### src/rtl/matrix_keypad_scanner_if.sv
// -----------------------------------------------------------------------------
// matrix_keypad_scanner_if
//
// Bundles the keypad matrix lines and the key hand-off handshake of
// matrix_keypad_scanner.
//
//   col_drive   [3:0]  active-low one-hot column strobe (scanner -> keypad)
//   rows        [3:0]  active-low row sense, pulled up  (keypad  -> scanner)
//   key_code    [3:0]  accepted key, code = col*4 + row (scanner -> consumer)
//   key_valid          key_code holds an unconsumed key (scanner -> consumer)
//   key_ack            consumer has taken key_code      (consumer -> scanner)
//   key_overrun        sticky: a key was dropped        (scanner -> consumer)
//
// Modports: master = scanner side, slave = keypad/consumer side.
// -----------------------------------------------------------------------------
interface matrix_keypad_scanner_if;
    logic [3:0] col_drive;
    logic [3:0] rows;
    logic [3:0] key_code;
    logic       key_valid;
    logic       key_ack;
    logic       key_overrun;

    modport master (
        output col_drive,
        output key_code,
        output key_valid,
        output key_overrun,
        input  rows,
        input  key_ack
    );

    modport slave (
        input  col_drive,
        input  key_code,
        input  key_valid,
        input  key_overrun,
        output rows,
        output key_ack
    );
endinterface

### src/rtl/matrix_keypad_scanner.sv
// -----------------------------------------------------------------------------
// matrix_keypad_scanner
//
// Scans a 4x4 matrix keypad one column at a time, debounces the frame-level
// result and hands accepted keys to a consumer through a valid/ack register
// with a sticky overrun flag.
//
// Parameters
//   SCAN_DIV    clock cycles per column slot (2..65535)
//   DEBOUNCE_N  identical frames needed to accept a key (1..15)
//   REPEAT_N    frames between auto-repeat emissions (1..255), only used
//               when the auto-repeat build option is enabled
//
// Ports
//   clock       rising-edge clock
//   reset       asynchronous, active-high reset
//   enable      low freezes the prescaler, column counter and key FSM
//   kp          matrix_keypad_scanner_if.master: col_drive, rows, key_code,
//               key_valid, key_ack, key_overrun
//
// Build option
//   KEYPAD_REPEAT_EN  when defined, a held key is re-emitted every REPEAT_N
//                     frames after its first acceptance.
//
// Key codes are col*4 + row; when several keys are down in one frame the
// lowest code wins.
// -----------------------------------------------------------------------------
module matrix_keypad_scanner #(
    parameter int SCAN_DIV   = 1000,
    parameter int DEBOUNCE_N = 4,
    parameter int REPEAT_N   = 32
) (
    input  logic                   clock,
    input  logic                   reset,
    input  logic                   enable,
    matrix_keypad_scanner_if.master kp
);

    // An out-of-range configuration keeps the scanner parked rather than
    // running with truncated counters.
    localparam logic PARAMS_OK = (SCAN_DIV   >= 2) && (SCAN_DIV   <= 65535) &&
                                 (DEBOUNCE_N >= 1) && (DEBOUNCE_N <= 15)    &&
                                 (REPEAT_N   >= 1) && (REPEAT_N   <= 255);

    localparam logic [15:0] PRESC_LAST = 16'(SCAN_DIV - 1);
    localparam logic [4:0]  DEB_LAST   = 5'(DEBOUNCE_N);
`ifdef KEYPAD_REPEAT_EN
    localparam logic [8:0]  RPT_LAST   = 9'(REPEAT_N);
`endif

    typedef enum logic [1:0] {
        IDLE     = 2'd0,
        DEBOUNCE = 2'd1,
        HELD     = 2'd2
    } state_t;

    // Returns {hit, code} for the lowest set bit of a 16-key map.
    function automatic logic [4:0] lowest_key(input logic [15:0] key_map);
        logic [4:0] r;
        r = 5'd0;
        for (int i = 15; i >= 0; i--) begin
            if (key_map[i]) begin
                r = {1'b1, 4'(i)};
            end
        end
        return r;
    endfunction

    logic [3:0]  rows_p0;
    logic [3:0]  rows_p1;
    logic [15:0] presc;
    logic [1:0]  col;
    logic [11:0] frame_keys;
    logic        scan_tick;
    logic        frame_tick;
    logic [15:0] frame_map;
    logic        hit;
    logic [3:0]  res_code;

    state_t      state;
    state_t      state_n;
    logic [3:0]  cand;
    logic [3:0]  cand_n;
    logic [3:0]  cnt;
    logic [3:0]  cnt_n;
    logic        emit;
    logic        restart;
`ifdef KEYPAD_REPEAT_EN
    logic [7:0]  rpt;
    logic [7:0]  rpt_n;
`endif

    logic [3:0]  key_code_q;
    logic        key_valid_q;
    logic        key_overrun_q;

    // ---- Stage p0/p1: two-flop synchronizer for the asynchronous row lines.
    always_ff @(posedge clock) begin
        rows_p0 <= kp.rows;
        rows_p1 <= rows_p0;
    end

    // ---- Scan timing: prescaler and column counter.
    assign scan_tick  = enable && PARAMS_OK && (presc == PRESC_LAST);
    assign frame_tick = scan_tick && (col == 2'd3);

    always_ff @(posedge clock or posedge reset) begin
        if (reset) begin
            presc <= '0;
            col   <= '0;
        end else if (enable && PARAMS_OK) begin
            if (scan_tick) begin
                presc <= '0;
                col   <= col + 2'd1;
            end else begin
                presc <= presc + 16'd1;
            end
        end
    end

    assign kp.col_drive = ~(4'b0001 << col);

    // ---- Frame capture: columns 0..2 are stored; column 3 is taken straight
    // from the synchronizer so the result is ready on the column-3 tick.
    always_ff @(posedge clock) begin
        if (scan_tick) begin
            case (col)
                2'd0:    frame_keys[3:0]  <= ~rows_p1;
                2'd1:    frame_keys[7:4]  <= ~rows_p1;
                2'd2:    frame_keys[11:8] <= ~rows_p1;
                default: ;
            endcase
        end
    end

    assign frame_map       = {~rows_p1, frame_keys};
    assign {hit, res_code} = lowest_key(frame_map);

    // ---- Debounce FSM: state register.
    always_ff @(posedge clock or posedge reset) begin
        if (reset) begin
            state <= IDLE;
            cand  <= '0;
            cnt   <= '0;
`ifdef KEYPAD_REPEAT_EN
            rpt   <= '0;
`endif
        end else begin
            state <= state_n;
            cand  <= cand_n;
            cnt   <= cnt_n;
`ifdef KEYPAD_REPEAT_EN
            rpt   <= rpt_n;
`endif
        end
    end

    // ---- Debounce FSM: next state and emit strobe, evaluated per frame.
    always_comb begin
        state_n = state;
        cand_n  = cand;
        cnt_n   = cnt;
        emit    = 1'b0;
        restart = 1'b0;
`ifdef KEYPAD_REPEAT_EN
        rpt_n   = rpt;
`endif
        if (frame_tick) begin
            case (state)
                IDLE: begin
                    if (hit) begin
                        restart = 1'b1;
                    end
                end
                DEBOUNCE: begin
                    if (!hit) begin
                        state_n = IDLE;
                        cnt_n   = '0;
                    end else if (res_code == cand) begin
                        if (({1'b0, cnt} + 5'd1) == DEB_LAST) begin
                            emit    = 1'b1;
                            state_n = HELD;
                            cnt_n   = '0;
                        end else begin
                            cnt_n = cnt + 4'd1;
                        end
                    end else begin
                        restart = 1'b1;
                    end
                end
                HELD: begin
                    if (!hit) begin
                        state_n = IDLE;
                    end else if (res_code != cand) begin
                        restart = 1'b1;
                    end
`ifdef KEYPAD_REPEAT_EN
                    else if (({1'b0, rpt} + 9'd1) == RPT_LAST) begin
                        emit  = 1'b1;
                        rpt_n = '0;
                    end else begin
                        rpt_n = rpt + 8'd1;
                    end
`endif
                end
                default: begin
                    state_n = IDLE;
                    cnt_n   = '0;
                end
            endcase

            // A new candidate counts as its own first frame; a single-frame
            // debounce accepts it immediately.
            if (restart) begin
                cand_n = res_code;
                if (DEBOUNCE_N == 1) begin
                    emit    = 1'b1;
                    state_n = HELD;
                    cnt_n   = '0;
                end else begin
                    state_n = DEBOUNCE;
                    cnt_n   = 4'd1;
                end
            end
        end
`ifdef KEYPAD_REPEAT_EN
        if (restart || (state_n != HELD)) begin
            rpt_n = '0;
        end
`endif
    end

    // ---- Output register: emit/ack arbitration with sticky overrun.
    always_ff @(posedge clock or posedge reset) begin
        if (reset) begin
            key_code_q    <= '0;
            key_valid_q   <= 1'b0;
            key_overrun_q <= 1'b0;
        end else if (emit) begin
            if (!key_valid_q || kp.key_ack) begin
                key_code_q  <= cand_n;
                key_valid_q <= 1'b1;
                if (key_valid_q) begin
                    key_overrun_q <= 1'b0;
                end
            end else begin
                key_overrun_q <= 1'b1;
            end
        end else if (key_valid_q && kp.key_ack) begin
            key_valid_q   <= 1'b0;
            key_overrun_q <= 1'b0;
        end
    end

    assign kp.key_code    = key_code_q;
    assign kp.key_valid   = key_valid_q;
    assign kp.key_overrun = key_overrun_q;

endmodule

### src/flat_wrapper.sv
// flat-port wrapper written by rule: the top's interface ports become plain ports
module matrix_keypad_scanner_flat 
#(
    parameter int SCAN_DIV   = 1000,
    parameter int DEBOUNCE_N = 4,
    parameter int REPEAT_N   = 32
)
  (clock, reset, enable, kp_col_drive, kp_key_code, kp_key_valid, kp_key_overrun, kp_rows, kp_key_ack);
  matrix_keypad_scanner_if kp_i ();
  input  logic clock;
  input  logic reset;
  input  logic enable;
  output wire logic [$bits(kp_i.col_drive)-1:0] kp_col_drive;
  output wire logic [$bits(kp_i.key_code)-1:0] kp_key_code;
  output wire logic [$bits(kp_i.key_valid)-1:0] kp_key_valid;
  output wire logic [$bits(kp_i.key_overrun)-1:0] kp_key_overrun;
  input wire logic [$bits(kp_i.rows)-1:0] kp_rows;
  input wire logic [$bits(kp_i.key_ack)-1:0] kp_key_ack;
  assign kp_col_drive = kp_i.col_drive;
  assign kp_key_code = kp_i.key_code;
  assign kp_key_valid = kp_i.key_valid;
  assign kp_key_overrun = kp_i.key_overrun;
  assign kp_i.rows = kp_rows;
  assign kp_i.key_ack = kp_key_ack;
  matrix_keypad_scanner #(.SCAN_DIV(SCAN_DIV), .DEBOUNCE_N(DEBOUNCE_N), .REPEAT_N(REPEAT_N)) u_core (.clock(clock), .reset(reset), .enable(enable), .kp(kp_i));
endmodule
### config.mk
export PLATFORM = sky130hd
export DESIGN_NAME = matrix_keypad_scanner_flat
export DESIGN_NICKNAME = d
export VERILOG_FILES = /design/src/rtl/matrix_keypad_scanner_if.sv /design/src/rtl/matrix_keypad_scanner.sv /design/src/flat_wrapper.sv
export SDC_FILE = /design/constraint.sdc
export NUM_CORES = 1
export LEC_CHECK = 0
export BUFFER_PORTS_ARGS = -buffer_cell sky130_fd_sc_hd__clkbuf_2
export CORE_ASPECT_RATIO = 1.2
export CORE_MARGIN = 2
export CORE_UTILIZATION = 60
export DETAILED_ROUTE_END_ITERATION = 12
export PLACE_DENSITY = 0.87
export SLEW_MARGIN = 20
export SYNTH_ARGS = -nofsm -noshare
export SYNTH_HDL_FRONTEND = slang
export SYNTH_SLANG_ARGS = --single-unit
### constraint.sdc
create_clock -name clock -period 3.45 [get_ports clock]
set_input_delay 0.1725 -clock clock [delete_from_list [all_inputs] [get_ports clock]]
set_output_delay 0.1725 -clock clock [all_outputs]
set_load 0.02 [all_outputs]
==> key figures <==
GRT
  • Initial antenna violation count: 0
  • Global-route wire length before repair: 9.232 mm
  • Pin count of the biggest net entering global routing: 35
  • Vias in the first global route: between 2000 and 2500
  • GRT overflow: 0
  • Total track usage: 23.57%

STA
  • Hold Violations, Final: 0
  • Fin crit share: 89.80%
  • Worst Tran Pin Value: 865.3 ps
  • Setup_tns: 0 ps
  • Slew Limit Fails: 0
  • Final setup skew: 4.802 ps
  • # setup viols final: 0
  • Final Critical Period: roughly 3100 ps
  • Worst slew margin: about two fifths
  • Fmax achieved: 322.8 MHz
  • RSZ-0062 raised after global routing: false
  • Post-route worst setup slack: 351.8 ps

Power
  • Leakage power: roughly 1.3 nW
  • Pwr Density: between 300 and 400 mW/mm2
  • Maximum vdd drop: 0.3688 mV

Detailed routing
  • Via count: 2099
  • First-pass DRT Iterations: 4
  • DRT iter0 DRCs: 218
  • DR WL/cell: 15.70 um
  • DRC viols: 0
  • Post-Route WL: between 5 and 6 mm
  • Drt via density: about 6
  • Post-route ant nets: 0

Placed design
  • Pre-CTS setup slack: 404.4 ps
  • DP HPWL: 3.954 mm
  • Gpl congestion: 0.8669
  • PortBufs: 17

Clock network
  • Clock buffer depth: 2
  • Cts bufs inserted: 5
  • Clock Latency Late Sink: 310 ps
  • H-tree depth: 2
  • Post-CTS sizing: 0
  • Clk sinks: between 50 and 60
  • CTS tree: yes
  • CTS root buffer: clkbuf_8
  • Reg clk slew, reported paths: 100 ps

Die
  • Die Ht: 77.50 um
  • Die area: between 0.005 and 0.006 mm2
  • Die W: about 65 um
  • Cell Rows: 26
  • Core ar.: around 0.0043 mm2
  • Top-level I/O count: 18
  • Initial Util: 62.91%

Worst setup path
  • Worst reg2reg path depth: 8
  • Critical Path Start Type: register
  • Crit path required time: 3660 ps
  • CP Capture Type: register
  • Crit-path max FO: 8
  • CP arrival: 3310 ps
  • Critical path class: register to register

Yosys
  • Post-Syn Area per Cell: 10.51 um2
  • Distinct cells, synth: 47
  • Cells after Synth: ~260
  • Primary FF master, synth: dfrtp_1
  • FF+latch count, synth: 54
  • EDFF count, synth: 12
  • Post-synth ARST share: 62.96%
  • Syn_nets: between 200 and 300
  • YS warnings: 0
  • Syn Std Cell Area: 0.002701 mm2
  • Seq/Total Area, Yosys: 50.76%

Run status
  • Run status: finished clean

Finish
  • Nets: 306
  • Fillers: 320
  • Antenna Cells: 0
  • Layout Area Growth over Synthesis: 11.76%
  • Share of cells above drive strength 1: 14.53%
  • Most frequent cells in the layout: 34 x dfrtp_1, 24 x inv_1, 22 x nor2_1
  • Most common cell after layout, fill and taps aside: dfrtp_1

Hold path
  • Hold path depth: 2
  • Hold Crit Class: input port to register

Job
  • Max_cap viols: 0
[per-layer routing]
metal / GRT usage (%) / wire, um
met3: 3.623 / 259
met4: 12.08 / 257
met2: 40.31 / 2700
met1: 28.43 / 2198
met5: 0 / 0
[cell usage after synthesis, drive strengths merged (2+ instances only)]
cell type  instances  share of area [%]
xnor2             10                3.2
dfrtp             34                 31
nor3b              2               0.56
nor4               9                2.1
nand4              7                1.6
and2               2               0.46
nand3b             3               0.83
nor2              22                3.1
mux2              10                4.2
a311o              2               0.74
nor3               9                1.7
nand2b             3               0.69
nand3              9                1.7
o32ai              2                1.3
nand2             18                2.5
o21a               2               0.56
a31oi              3               0.69
or4                5                1.5
inv               24                3.3
ha                10                4.6
xor2               6                1.9
edfxtp            12                 13
o21ai             12                2.2
a21oi             10                2.3
a211oi             3               0.83
dfxtp              8                5.9
nor4b              2               0.65
o211ai             4                1.6
[path summary, 6_finish.rpt]
check                                                from                                 to  slack [ps]
setup / recovery           u_core.frame_keys[4]$_DFFE_PP_  u_core.kp.key_code[0]$_DFFE_PP0P_         350
hold / removal                                 kp_key_ack  u_core.kp.key_overrun$_DFFE_PP0P_          70
setup reg to reg           u_core.frame_keys[4]$_DFFE_PP_  u_core.kp.key_code[0]$_DFFE_PP0P_         350
hold reg to reg                 u_core.rows_p0[1]$_DFF_P_          u_core.rows_p1[1]$_DFF_P_         340
max in group asynchronous                           reset          u_core.col[0]$_DFFE_PP0P_        2670
min in group asynchronous                           reset       u_core.presc[12]$_DFFE_PP0P_         480
[critical path, cell delays in order (launching register included)]
cell and delay, ps:
edfxtp_1 440, or4_4 580, nor4b_1 320, a211oi_1 130, o32ai_4 180, o211ai_4 180, o211ai_1 490, mux2_2 420
mux2_2 260
[cells by family after synthesis]
logic type / share of synthesized area (%)
AO/OA/AOI/OAI: 12.23
XOR/XNOR: 5.187
adder cells (fa/ha/maj): 4.632
buffers and inverters: 3.613
flip-flops: 50.76
multiplexers: 4.539
AND/OR/NAND/NOR: 19.04
[state kept, by name (all words and copies together) (netlist names)]
name and count:
u_core.state 2, u_core.kp.key_valid 1, u_core.rows_p0 4, u_core.cand 4
u_core.kp.key_code 4, u_core.presc 16, u_core.cnt 4, u_core.col 2
u_core.kp.key_overrun 1, u_core.rows_p1 4, u_core.frame_keys 12
[stage by stage]
step                cell area (um2)  hold WS (ps)  utilization (%)  power (mW)  instances
global placement               2875         256.1            66.96      0.8258        332
global route                   3019         72.15            70.31       1.238        345
detailed placement             2875         264.5            66.96      0.8298        332
CTS                            3019         64.26            70.31       1.192        345
floorplan                      2701         200.2                -      0.8012        257
finish                         3019         72.60            70.31       1.186        345
[layout make-up]
cell class / instances / area [um2] / area share [%]
sequential: 54 / 1371 / 45.42
multi-input combinational: 177 / 1232 / 40.82
timing repair buffer: 25 / 157.7 / 5.222
inverter: 25 / 93.84 / 3.108
tap: 56 / 70.07 / 2.321
clock buffer: 5 / 68.82 / 2.279
clock inverter: 3 / 25.02 / 0.8288
[power breakdown]
part	internal, mW	switching [mW]	leakage (nW)
clock	0.147	0.217	0.0447
combinational	0.0452	0.0568	0.629
sequential	0.685	0.0347	0.614
[repair_timing]
action / in CTS / in global routing
hold buffers: 5 / 0
setup buffers: 0 / 0
endpoints found under the hold margin: 38 / 0
No activity file was read; power rests on OpenSTA's default activity.
